## src/rtl/sopc_run_ctrl.sv

```systemverilog
// -----------------------------------------------------------------------------
// sopc_run_ctrl
//
// Run controller for a small SoPC. After reset it holds every core reset
// channel asserted for RST_HOLD cycles and then releases the channels one by
// one, STAGGER cycles apart. It then lets the cores run while counting run
// cycles. A run ends either on a halt request from the core or when the
// cycle budget is used up. The block then sits in DONE until it is told to
// restart.
//
// Ports
//   clk          system clock; every state change happens on its rising edge
//   rst          synchronous, active-high reset
//   halt_i       halt request from the core; only looked at in RUN
//   restart_i    re-run request; only looked at in DONE
//   core_rst_o   per-channel core reset, active-high, registered
//   running_o    high while in RUN
//   done_o       high in DONE after a halt_i stop
//   timeout_o    high in DONE after a budget stop
//   stall_o      high in DONE when HALT_RESETS=0 (cores stay out of reset)
//   cycle_cnt_o  number of RUN cycles elapsed in the current run
// -----------------------------------------------------------------------------
module sopc_run_ctrl #(
    parameter int NUM_CH      = 2,    // 1..8
    parameter int RST_HOLD    = 10,   // >= 1
    parameter int STAGGER     = 1,    // 0 releases all channels together
    parameter int RUN_LIMIT   = 500,  // 0 disables the timeout
    parameter int CNT_W       = 32,
    parameter int HALT_RESETS = 1
) (
    input  logic              clk,
    input  logic              rst,
    input  logic              halt_i,
    input  logic              restart_i,
    output logic [NUM_CH-1:0] core_rst_o,
    output logic              running_o,
    output logic              done_o,
    output logic              timeout_o,
    output logic              stall_o,
    output logic [CNT_W-1:0]  cycle_cnt_o
);

    // Edge on which the last channel leaves reset. When every channel
    // releases together, this is the same edge as the channel 0 release.
    localparam int LAST_EDGE = RST_HOLD + (NUM_CH - 1) * STAGGER;
    localparam int SEQ_W     = (LAST_EDGE < 1) ? 1 : $clog2(LAST_EDGE + 1);

    localparam logic [CNT_W-1:0] CNT_MAX   = '1;
    localparam logic [CNT_W-1:0] CNT_LIMIT = CNT_W'(RUN_LIMIT);

    typedef enum logic [1:0] {
        S_HOLD,
        S_STAGGER,
        S_RUN,
        S_DONE
    } state_t;

    state_t             state_q, state_d;
    logic [NUM_CH-1:0]  core_rst_q, core_rst_d;
    logic [SEQ_W-1:0]   seq_q, seq_d;      // release edges seen so far
    logic [CNT_W-1:0]   cnt_q, cnt_d;
    logic               done_q, done_d;
    logic               timeout_q, timeout_d;
    int                 edge_num;          // number of the edge being evaluated

    // -------------------------------------------------------------------------
    // State register
    // -------------------------------------------------------------------------
    // NOTE: sequential state uses non-blocking assignments so every register
    // samples the pre-edge values, independent of statement order.
    always_ff @(posedge clk) begin
        if (rst) begin
            state_q    <= S_HOLD;
            core_rst_q <= '1;
            seq_q      <= '0;
            cnt_q      <= '0;
            done_q     <= 1'b0;
            timeout_q  <= 1'b0;
        end else begin
            state_q    <= state_d;
            core_rst_q <= core_rst_d;
            seq_q      <= seq_d;
            cnt_q      <= cnt_d;
            done_q     <= done_d;
            timeout_q  <= timeout_d;
        end
    end

    // -------------------------------------------------------------------------
    // Next-state logic
    // -------------------------------------------------------------------------
    // NOTE: every signal written here gets a default first. A path that
    // does not assign a signal would otherwise infer a latch.
    always_comb begin
        state_d    = state_q;
        core_rst_d = core_rst_q;
        seq_d      = seq_q;
        cnt_d      = cnt_q;
        done_d     = done_q;
        timeout_d  = timeout_q;
        edge_num   = int'(seq_q) + 1;

        unique case (state_q)
            S_HOLD, S_STAGGER: begin
                seq_d = seq_q + 1'b1;
                // Once a channel's release edge has been reached it stays released.
                for (int i = 0; i < NUM_CH; i++) begin
                    if (edge_num >= RST_HOLD + i * STAGGER) begin
                        core_rst_d[i] = 1'b0;
                    end
                end
                // The LAST_EDGE test comes first. With one channel or STAGGER=0,
                // LAST_EDGE equals RST_HOLD and HOLD goes straight to RUN.
                if (edge_num == LAST_EDGE) begin
                    state_d = S_RUN;
                end else if (edge_num == RST_HOLD) begin
                    state_d = S_STAGGER;
                end
            end

            S_RUN: begin
                // A halt has priority over a budget stop on the same edge.
                if (halt_i) begin
                    state_d = S_DONE;
                    done_d  = 1'b1;
                end else if (RUN_LIMIT != 0 && cnt_q == CNT_LIMIT - 1'b1) begin
                    state_d   = S_DONE;
                    timeout_d = 1'b1;
                    cnt_d     = CNT_LIMIT;
                end else if (cnt_q != CNT_MAX) begin
                    cnt_d = cnt_q + 1'b1;
                end

                if (state_d == S_DONE && HALT_RESETS != 0) begin
                    core_rst_d = '1;
                end
            end

            S_DONE: begin
                if (restart_i) begin
                    state_d    = S_HOLD;
                    core_rst_d = '1;
                    seq_d      = '0;
                    cnt_d      = '0;
                    done_d     = 1'b0;
                    timeout_d  = 1'b0;
                end
            end

            default: state_d = S_HOLD;
        endcase
    end

    // -------------------------------------------------------------------------
    // Outputs
    // -------------------------------------------------------------------------
    assign core_rst_o  = core_rst_q;
    assign running_o   = (state_q == S_RUN);
    assign done_o      = done_q;
    assign timeout_o   = timeout_q;
    assign stall_o     = (state_q == S_DONE) && (HALT_RESETS == 0);
    assign cycle_cnt_o = cnt_q;

endmodule

```

## config.mk

```make
export PLATFORM = sky130hd
export DESIGN_NAME = sopc_run_ctrl
export DESIGN_NICKNAME = d
export VERILOG_FILES = /design/src/rtl/sopc_run_ctrl.sv
export SDC_FILE = /design/constraint.sdc
export NUM_CORES = 1
export LEC_CHECK = 0
export ABC_AREA = 1
export CORE_MARGIN = 1.5
export CORE_UTILIZATION = 31
export CTS_CLUSTER_DIAMETER = 30
export DETAILED_ROUTE_END_ITERATION = 6
export PLACE_DENSITY = 0.46
export SLEW_MARGIN = 20
export SYNTH_ARGS = -nofsm -noshare
export SYNTH_HDL_FRONTEND = slang
export SYNTH_SLANG_ARGS = --single-unit
```

## constraint.sdc

```tcl
create_clock -name clk -period 3.9 [get_ports clk]
set_input_delay 0.78 -clock clk [delete_from_list [all_inputs] [get_ports clk]]
set_output_delay 0.78 -clock clk [all_outputs]
set_load 0.005 [all_outputs]
```

==> results of run 1 <==
==> cell families after synthesis <==
kind of cell               after synthesis
and+or+nand+nor                        360
buffers and inverters                   68
AOI/OAI and AO/OA                       45
DFF                                     42
xor gates and xnor gates                10
adders and majority gates                4
other                                    1
==> cells in the mapped netlist <==
| library cell | number |
|---|---|
| nand2_1 | 191 |
| nor2_1 | 96 |
| nand3_1 | 53 |
| inv_1 | 47 |
| dfxtp_1 | 42 |
| a21oi_1 | 37 |
| clkbuf_1 | 8 |
| xor2_1 | 8 |
| nor3_1 | 7 |
| buf_2 | 5 |
| o21ai_0 | 5 |
| buf_6 | 4 |
| ha_1 | 4 |
| inv_2 | 3 |
| nor2_2 | 3 |
| or2_2 | 3 |
| nand2_2 | 2 |
| nand2_4 | 2 |
| nor2_4 | 2 |
| xnor2_1 | 2 |
| buf_4 | 1 |
| conb_1 | 1 |
| nand3b_1 | 1 |
| o211ai_1 | 1 |
| o21ai_2 | 1 |
| o21ai_4 | 1 |
==> routing by layer <==
| metal | track usage | wire [um] |
|---|---|---|
| met2 | 0.341 | 4370 |
| met4 | 0.0417 | 112 |
| met5 | 0 | 0 |
| met1 | 0.276 | 4910 |
| met3 | 0.0235 | 337 |
==> final cells by class <==
class                           count  area share
Timing Repair Buffer               43       0.118
Multi-Input combinational cell    420       0.522
Sequential cell                    42       0.235
Clock buffer                        6      0.0231
Clock inverter                      2     0.00350
Inverter                           50      0.0525
Tap cell                          129      0.0452
==> path summary, 6_finish.rpt <==
kind         slack (ns)                          end  cells past startpoint
min reg2reg        0.45   core_rst_o[0]$_SDFFE_PP1P_                      2
min                0.45   core_rst_o[0]$_SDFFE_PP1P_                      2
max                1.30  cycle_cnt_o[2]$_SDFFE_PP0P_                     11
max reg2reg        1.30  cycle_cnt_o[2]$_SDFFE_PP0P_                     11
==> report_power, final <==
group          switching, mW  internal (mW)  total (mW)
Combinational         0.0203         0.0119      0.0322
Clock                  0.170          0.143       0.313
Sequential           0.00428          0.432       0.436
==> tightest hold or removal path: stages, from the launching register on <==
cell	delay (ns)
dfxtp_1	0.32
nand2_1	0.06
nand2_1	0.04
==> state kept, by name, summed over array words and instances, names as in the netlist <==
| signal | cells |
|---|---|
| cycle_cnt_o | 32 |
| done_o | 1 |
| state_q | 2 |
| core_rst_o | 2 |
| seq_q | 4 |
| timeout_o | 1 |
==> stage by stage <==
stage / hold slack, ns / std cells / total power [mW] / setup slack (ns)
detailed placement: 0.441 / 684 / 0.479 / 1.24
global route: 0.490 / 692 / 0.825 / 0.999
finish: 0.452 / 692 / 0.781 / 1.30
CTS: 0.458 / 692 / 0.801 / 1.28
global placement: 0.435 / 684 / 0.479 / 1.28
floorplan: 0.442 / 530 / 0.468 / 2.00
==> impl_results.md, run 1 <==
* Fill cell count at 1,047
* Top cells by area, synth: dfxtp_1 28%, nand2_1 24%, nor2_1 12%
* Sequential element share of the synthesized area at 0.280
* DRC violations left at 0
* Cts repair resizes at 0
* Yosys cell types at 26
* Area of the multi-input gates at 0.00186 mm2
* Yosys warnings at 0
* Core area at 0.00933 mm2
* Status: complete, no violations
* # diodes at 0
* DP Area at 0.00348 mm2
* Buffers on Ports at 40
* Worst slew pin tran at 0.540 ns
* Synth Instances at 530
* Largest family of logic cells by synthesized area: simple AND/OR/NAND/NOR gates
* Layout cells sized above 1 at 0.0497
* CTS clk-pin slew, worst paths at 0.09 ns
* CP top delay family: simple AND/OR/NAND/NOR gates
* Post-synthesis compound-gate area fraction at 0.0809
* Crit. End Element: flip-flop
* Number of global-route vias before repair at 3,026
* Fmax at 385 MHz
* Post-synth top area share at 0.280
* CP max-delay cell: dfxtp_1
* Most common cell after layout, fill and taps aside: nand2_1
* DIE WIDTH at 101 um
* Die height at 101 um
* Tcrit/Tclk final at 0.666
* Layout net count at 570
* Xor/xnor share of the synthesized area at 0.0292
* Hold Vio Cnt, Final at 0
* Critical Path Max Stage Delay at 0.46 ns
* Register Area at 841 um2
* Routability cong. at 0.899
* Initial core utilization at 0.322
* Crit-path cells: ha_1, nand2_1, nor2_4, nand2_4, nor2_4, nand2_2, o21ai_4, nand2_4, nor2_1, nand2_1, nand2_1
* Syn nets at 538
* Via count at 3,233
* Worst setup path startpoint: cycle_cnt_o[0]$_SDFFE_PP0P_
* Vias per Instance at 4.67
* Crit path DAT at 2.84 ns
* Routed len/inst at 14.1 um
* P&R area growth vs syn at 19.1%
* Initial antenna violation count at 0
* Area leader, netlist: dfxtp_1
* #FFs+latches synth at 42
* Clk buf depth at 2
* DRT Wirelength at 9740 um
* Mean Syn Cell Area at 5.66 um2
* Antenna Nets Post-Route at 0
* H-Tree Level Count at 2
* Peak VDD IR at 104 uV
* Post-CTS setup buffers at 0
* Slew Limit Fails at 0
* HP Class: reg -> reg
* CP required at 4.15 ns
* Die area at 0.0103 mm2
* Max-cap violations at 0
* Adder-Cell Fraction of Synth Area at 0.0167
* PD cells at 219 mW/mm2
* Root buffer cell: clkbuf_8
* Worst path buffer plus inverter count at 0
* Post-synthesis simple-gate area fraction at 0.493
* Pin count of the biggest net entering global routing at 37
* Multiplexer share of the synthesized area at 0
* Total negative slack at 0 ns
* GR Overflow Total at 0
* CTS tree: built
* CP Launch Type: flip-flop
* I/O Pins at 42
* Cell area after synthesis at 0.00300 mm2
* Final setup violation count at 0
* First-pass GRT wire length at 16,000 um
* Clock Sinks at 42
* Worst Skew at 0.0137 ns
* Final instance area at 0.00357 mm2
* Gr usage total at 0.201
* Leakage at 1.35 nW
* TritonCTS buffer count at 5
* Crit path kind: reg -> reg
* DP Wirelength at 7500 um
* Critical R2R Launch: cycle_cnt_o[0]$_SDFFE_PP0P_
* Rows at 35
* Unrepaired setup endpoints after global routing: false
* Worst rel slew slack at 0.639
* DRT Pass-1 Iters at 4
* Most frequent cells in the layout: 191 x nand2_1, 96 x nor2_1, 53 x nand3_1
* Fin util at 0.383
* Worst-path maximum fanout at 33
* Most used cell, CP: nand2_1
* Hold Buf Count CTS at 0
* Worst Hold Launch: core_rst_o[0]$_SDFFE_PP1P_
* Worst-skew pair later-pin latency at 0.30 ns
* Final min period at 2.60 ns
* 1st-iter DRT viols at 137
Note: power is estimated with default switching activity, not from simulation.
==> run 2, diff against run 1 <==
Settings changed: PLACE_DENSITY 0.46 to 0.48.
Clock period 3.9 ns to 2.1 ns, I/O delays scaled along.
==> impl_results.md, run 2 (same netlist as run 1, synthesis figures left out) <==
* Status: complete, no violations
* Crit path kind: reg -> out
* Critical path endpoint: running_o
* CP top delay family: buffers and inverters
* P&R area growth vs syn at 26.4%
* Final hold slack at 0.453 ns
* Tcrit/Tclk final at 0.937
* Reg power frac at 0.526
* DIE WIDTH at 101 um
* Gr usage total at 0.201
* Die area at 0.0103 mm2
* DRT Wirelength at 10,200 um
* Total negative slack at 0 ns
* Final min period at 1.97 ns
* Worst R2R Path Depth at 11
* Fill cell count at 1,057
* Critical path depth in cells at 3
* Number of global-route vias before repair at 3,157
* Crit path DAT at 1.55 ns
* Max-cap violations at 0
* Worst setup path startpoint: state_q[1]$_SDFFE_PP0P_
* Net Sw Frac at 0.233
* I/O Pins at 42
* Routed len/inst at 14.3 um
* Most frequent cells in the layout: 191 x nand2_1, 96 x nor2_1, 53 x nand3_1
* CTS clk-pin slew, worst paths at 0.09 ns
* Worst-path maximum fanout at 6
* HP Class: reg -> reg
* Core area at 0.00933 mm2
* Peak VDD IR at 229 uV
* Largest register FFs at 32
* Most common cell after layout, fill and taps aside: nand2_1
* Via count at 3,400
* First-pass GRT wire length at 16,100 um
* Hold Vio Cnt, Final at 0
* Crit. End Element: output port
* Int Pwr at 1.18 mW
* CP max-delay cell: clkdlybuf4s50_1
* Pin count of the biggest net entering global routing at 34
* Clk buf depth at 2
* Initial core utilization at 0.322
* DP Wirelength at 7590 um
* Worst path buffer plus inverter count at 2
* CP required at 1.68 ns
* Fmax at 508 MHz
* Antenna Nets Post-Route at 0
* Crit-path cells: inv_2, nor2_2, clkdlybuf4s50_1
* H-Tree Level Count at 2
* Leakage at 1.50 nW
* TritonCTS buffer count at 5
* Rows at 35
* Initial antenna violation count at 0
* Critical Path Max Stage Delay at 0.53 ns
* Root buffer cell: clkbuf_8
* DRT Pass-1 Iters at 6
* PD cells at 407 mW/mm2
* Worst Hold Launch: core_rst_o[0]$_SDFFE_PP1P_
* Slew Limit Fails at 0
* Worst reg2reg endpoint: cycle_cnt_o[24]$_SDFFE_PP0P_
* Switch Pwr at 359 uW
* Clk pwr share at 0.434
* Reg2Reg Setup Slack at 0.18 ns
* Unrepaired setup endpoints after global routing: false
* Logic gate share of total power at 0.041
* CTS tree: built
* Buffers on Ports at 40
* DP Area at 0.00360 mm2
* Die height at 101 um
* Worst-skew pair later-pin latency at 0.31 ns
* GR Overflow Total at 0
* Layout cells sized above 1 at 0.0806
* Critical R2R Launch: cycle_cnt_o[0]$_SDFFE_PP0P_
* Clock Sinks at 42
* 1st-iter DRT viols at 148
* # diodes at 0
* Worst Skew at 0.00710 ns
* Layout net count at 590
* Routability cong. at 0.926
* CP Launch Type: flip-flop
* Vias per Instance at 4.78
* DRC violations left at 0
* Final setup violation count at 0
* Final instance area at 0.00379 mm2
-- run 2: cell count changes in the layout (fill, tap and decap cells not counted) --
cell / delta
buf_4: +13
buf_6: +4
clkbuf_1: +2
nand2_8: +2
buf_12: +1
bufinv_16: +1
clkbuf_8: -1
clkinv_2: -1
clkinvlp_4: -1
dfxtp_1: -1
dfxtp_2: +1
nand2_2: -1
nand2_4: +1
-- run 2: worst min path at each step --
stage                            endpoint  slack, ns  cells after the start
4_1_cts            timeout_o$_SDFFE_PP0P_       0.46                      2
2_1_floorplan  core_rst_o[0]$_SDFFE_PP1P_       0.44                      2
6_report       core_rst_o[0]$_SDFFE_PP1P_       0.45                      2
3_3_place_gp   core_rst_o[0]$_SDFFE_PP1P_       0.44                      2
3_5_place_dp       timeout_o$_SDFFE_PP0P_       0.44                      2
5_1_grt            timeout_o$_SDFFE_PP0P_       0.48                      2
-- run 2: metal layers --
metal  global-route usage  part of all wire  vias to the layer above
met4               0.0502             0.015                        0
met5                    0                 0                        -
li1                     -                 -                     1753
met3               0.0269             0.058                       13
met2                0.335              0.45                       85
met1                0.275              0.48                     1549
-- run 2: timing repair --
action                                  4_1_cts  5_1_grt
gates resized for setup                       0        8
buffers inserted                              0        2
hold buffers                                  0        0
endpoints found under the setup margin        0       32
-- run 2: worst reg2reg max path, stage by stage, from the launching register on --
cell,delay [ns]
dfxtp_1,0.36
ha_1,0.21
nand2_1,0.10
nor2_4,0.16
nand2_4,0.10
nor2_4,0.13
nand2_2,0.07
o21ai_4,0.24
buf_4,0.18
nand2_8,0.11
nand2_1,0.10
a21oi_1,0.05
-- run 2: metrics by stage --
step           worst slack, ns   util  instances  power, mW
2_1_floorplan            0.198      -        530      0.870
3_3_place_gp             0.171  0.386        700      0.890
3_5_place_dp             0.137  0.386        700      0.891
4_1_cts                  0.120  0.397        708       1.56
5_1_grt                0.00653  0.407        712       1.60
6_report                 0.132  0.407        712       1.54
-- run 2: area by class of cell --
class	instances	area (um2)	area share
multi-input combinational	422	1910	0.503
sequential	42	842	0.222
timing repair buffer	61	586	0.154
inverter	50	188	0.0495
tap	129	161	0.0426
clock buffer	7	76.3	0.0201
clock inverter	1	30.0	0.00792
-- run 2: power by group through the flow --
stage / Clock (mW) / Combinational [mW] / Sequential [mW]
after floorplan: 0 / 0.0426 / 0.827
after global placement: 0 / 0.0618 / 0.829
after detailed placement: 0 / 0.0622 / 0.829
after CTS: 0.685 / 0.0627 / 0.810
after global routing: 0.716 / 0.0722 / 0.812
final: 0.669 / 0.0627 / 0.811
==> variant, RTL diff (settings of run 2) <==
Put one more register stage on the output `cycle_cnt_o`, with the module's reset. The value now appears one clock later. The other outputs are not delayed to match. Comments in the files are not updated.
--- a/src/rtl/sopc_run_ctrl.sv
+++ b/src/rtl/sopc_run_ctrl.sv
@@ -159,7 +159,13 @@
     assign done_o      = done_q;
     assign timeout_o   = timeout_q;
     assign stall_o     = (state_q == S_DONE) && (HALT_RESETS == 0);
-    assign cycle_cnt_o = cnt_q;
+    always_ff @(posedge clk) begin
+        if (rst) begin
+            cycle_cnt_o <= '0;
+        end else begin
+            cycle_cnt_o <= cnt_q;
+        end
+    end
 
 endmodule
 
Function: same outputs for any inputs over 10 cycles, from zero or initial values and one cycle with rst high; that may be too few to reach the edited logic, so the function may still have changed.
==> variant against run 2 <==
  * Setup slack better by 0.035 ns
  * Clock power rose to 2.9 times the old value
  * Largest power group is now the clock network
  * Die area up 23%
  * Power up 120%
  * Clock skew down 0.0031 ns
  * First-iteration DRC count up 23%
  * Register-to-register slack about the same
  * Count of clock-buffer cells in the layout up 5
  * The run now ends with design-rule violations left
  * Cell area up 26%
  * Routed wire length down 1.2%
  * Area after synthesis up 24%
  * Sequential cell count up 32
  * Non-clock buffer count down 4
  * Sequential power up 75%
==> variant: results <==
{
  "post_synth.cell_area_avg_um2": 6.63,
  "status": "complete, but fails checks",
  "crit_path_max_fanout": 8,
  "cts_made_buffers": 9,
  "dp_hpwl_um": 7440,
  "fin_skew_ns": 0.00399,
  "nNetsFinal": 625,
  "arrival_ns": 1.51,
  "hold_class": "in2reg",
  "synth_commonest_cells": "163 x nand2_1, 115 x nor2_1, 74 x dfxtp_1",
  "endpoint": "running_o",
  "grt_use_total_pct": 16.7,
  "r2r_cells": 14,
  "violations": "design-rule violations",
  "grt_pass1_vias": 3456,
  "leakage_uw": 0.00190,
  "yosysSeqAreaShare_pct": 39.8,
  "path_clk_slew_ns": 0.05,
  "first_pass_iters": 6,
  "grt_max_degree": 30,
  "htreeDepth": 3,
  "p_switching_uw": 653,
  "synth-compound-area-share_pct": 6.02,
  "yosys-top-cells-area": "dfxtp_1 40%, nand2_1 16%, nor2_1 12%",
  "ys_types": 36,
  "grt_pass1_wl_um": 16500,
  "wl_per_cell_um": 13.2,
  "initialDrtViolationCount": 182,
  "irDropWorstVdd_mv": 0.647,
  "vias_per_cell": 4.57,
  "drc": 2,
  "cts_root_buf": "clkbuf_16",
  "r2r-start": "cnt_q[1]$_SDFFE_PP0P_",
  "synth_adder_area_share_pct": 1.34,
  "synthXorXnorAreaFrac_pct": 3.30,
  "dpl_cell_area_um2": 4350,
  "nFillCells": 1205,
  "gp_routability_congestion": 0.891
}
-- variant: cell count changes in the layout (fill, tap and decap cells not counted), sizes merged, moves of 3 or more --
cell,before,now
nand3,53,44
buf,21,18
inv,50,63
xor2,8,13
nor2,101,120
bufinv,1,4
nand3b,1,4
nand4,0,3
clkbuf,7,12
o21ai,7,16
a21oi,37,18
nand2,197,171
dfxtp,42,74
-- variant: cells by family (layout without fill, tap and decap cells) --
family                     count (synthesis)  count (layout)
other                                      1               1
and+or+nand+nor                          354             355
AOI/OAI and AO/OA                         36              36
xor gates and xnor gates                  14              14
buffers and inverters                     78             138
DFF                                       74              74
adders and majority gates                  4               4
-- variant: per-layer routing --
| layer | vias up | track usage, % | wire length, um | share of wire (%) |
|---|---|---|---|---|
| met5 | - | 0 | 0 | 0 |
| li1 | 1838 | - | - | - |
| met2 | 70 | 27.6 | 4790 | 48 |
| met4 | 0 | 6.50 | 244 | 2.4 |
| met3 | 16 | 4.54 | 458 | 4.5 |
| met1 | 1571 | 20.7 | 4590 | 46 |
-- variant: layout make-up --
class	count	area, um2	area share (%)
Multi-Input combinational cell	410	1940	40.6
Sequential cell	74	1480	31.1
Timing Repair Buffer	57	536	11.2
Clock buffer	12	267	5.59
Inverter	65	246	5.17
Tap cell	143	179	3.75
Clock inverter	4	120	2.52
-- variant: worst min path at each step --
stage / startpoint / slack (ns) / cells after the start / end
6_report: rst / 0.38 / 2 / seq_q[2]$_SDFFE_PP0P_
5_1_grt: rst / 0.41 / 2 / seq_q[1]$_SDFFE_PP0P_
4_1_cts: rst / 0.39 / 2 / seq_q[2]$_SDFFE_PP0P_
3_5_place_dp: core_rst_o[0]$_SDFFE_PP1P_ / 0.44 / 2 / core_rst_o[0]$_SDFFE_PP1P_
3_3_place_gp: core_rst_o[1]$_SDFFE_PP1P_ / 0.44 / 2 / core_rst_o[1]$_SDFFE_PP1P_
2_1_floorplan: cnt_q[1]$_SDFFE_PP0P_ / 0.43 / 2 / cycle_cnt_o[1]$_SDFF_PP0_
-- variant: what timing repair did --
item                                    CTS  global route
gates resized for setup                   0             6
endpoints found under the setup margin    0            21
hold buffers                              0             0
buffers inserted                          0             0
-- variant: through the flow --
stage,std cells,power [uW],setup slack (ns)
global placement,748,1530,0.154
detailed placement,748,1530,0.0724
global route,765,3570,0.00829
CTS,764,3510,0.0588
finish,765,3470,0.167
floorplan,561,1500,0.387
-- variant: power by group through the flow --
stage,registers [uW],clock network [uW],logic (uW)
after detailed placement,1450,0,79.4
final,1420,1970,79.6
after floorplan,1450,0,53.8
after global routing,1420,2060,90.7
after global placement,1450,0,79.3
after CTS,1420,2010,79.7
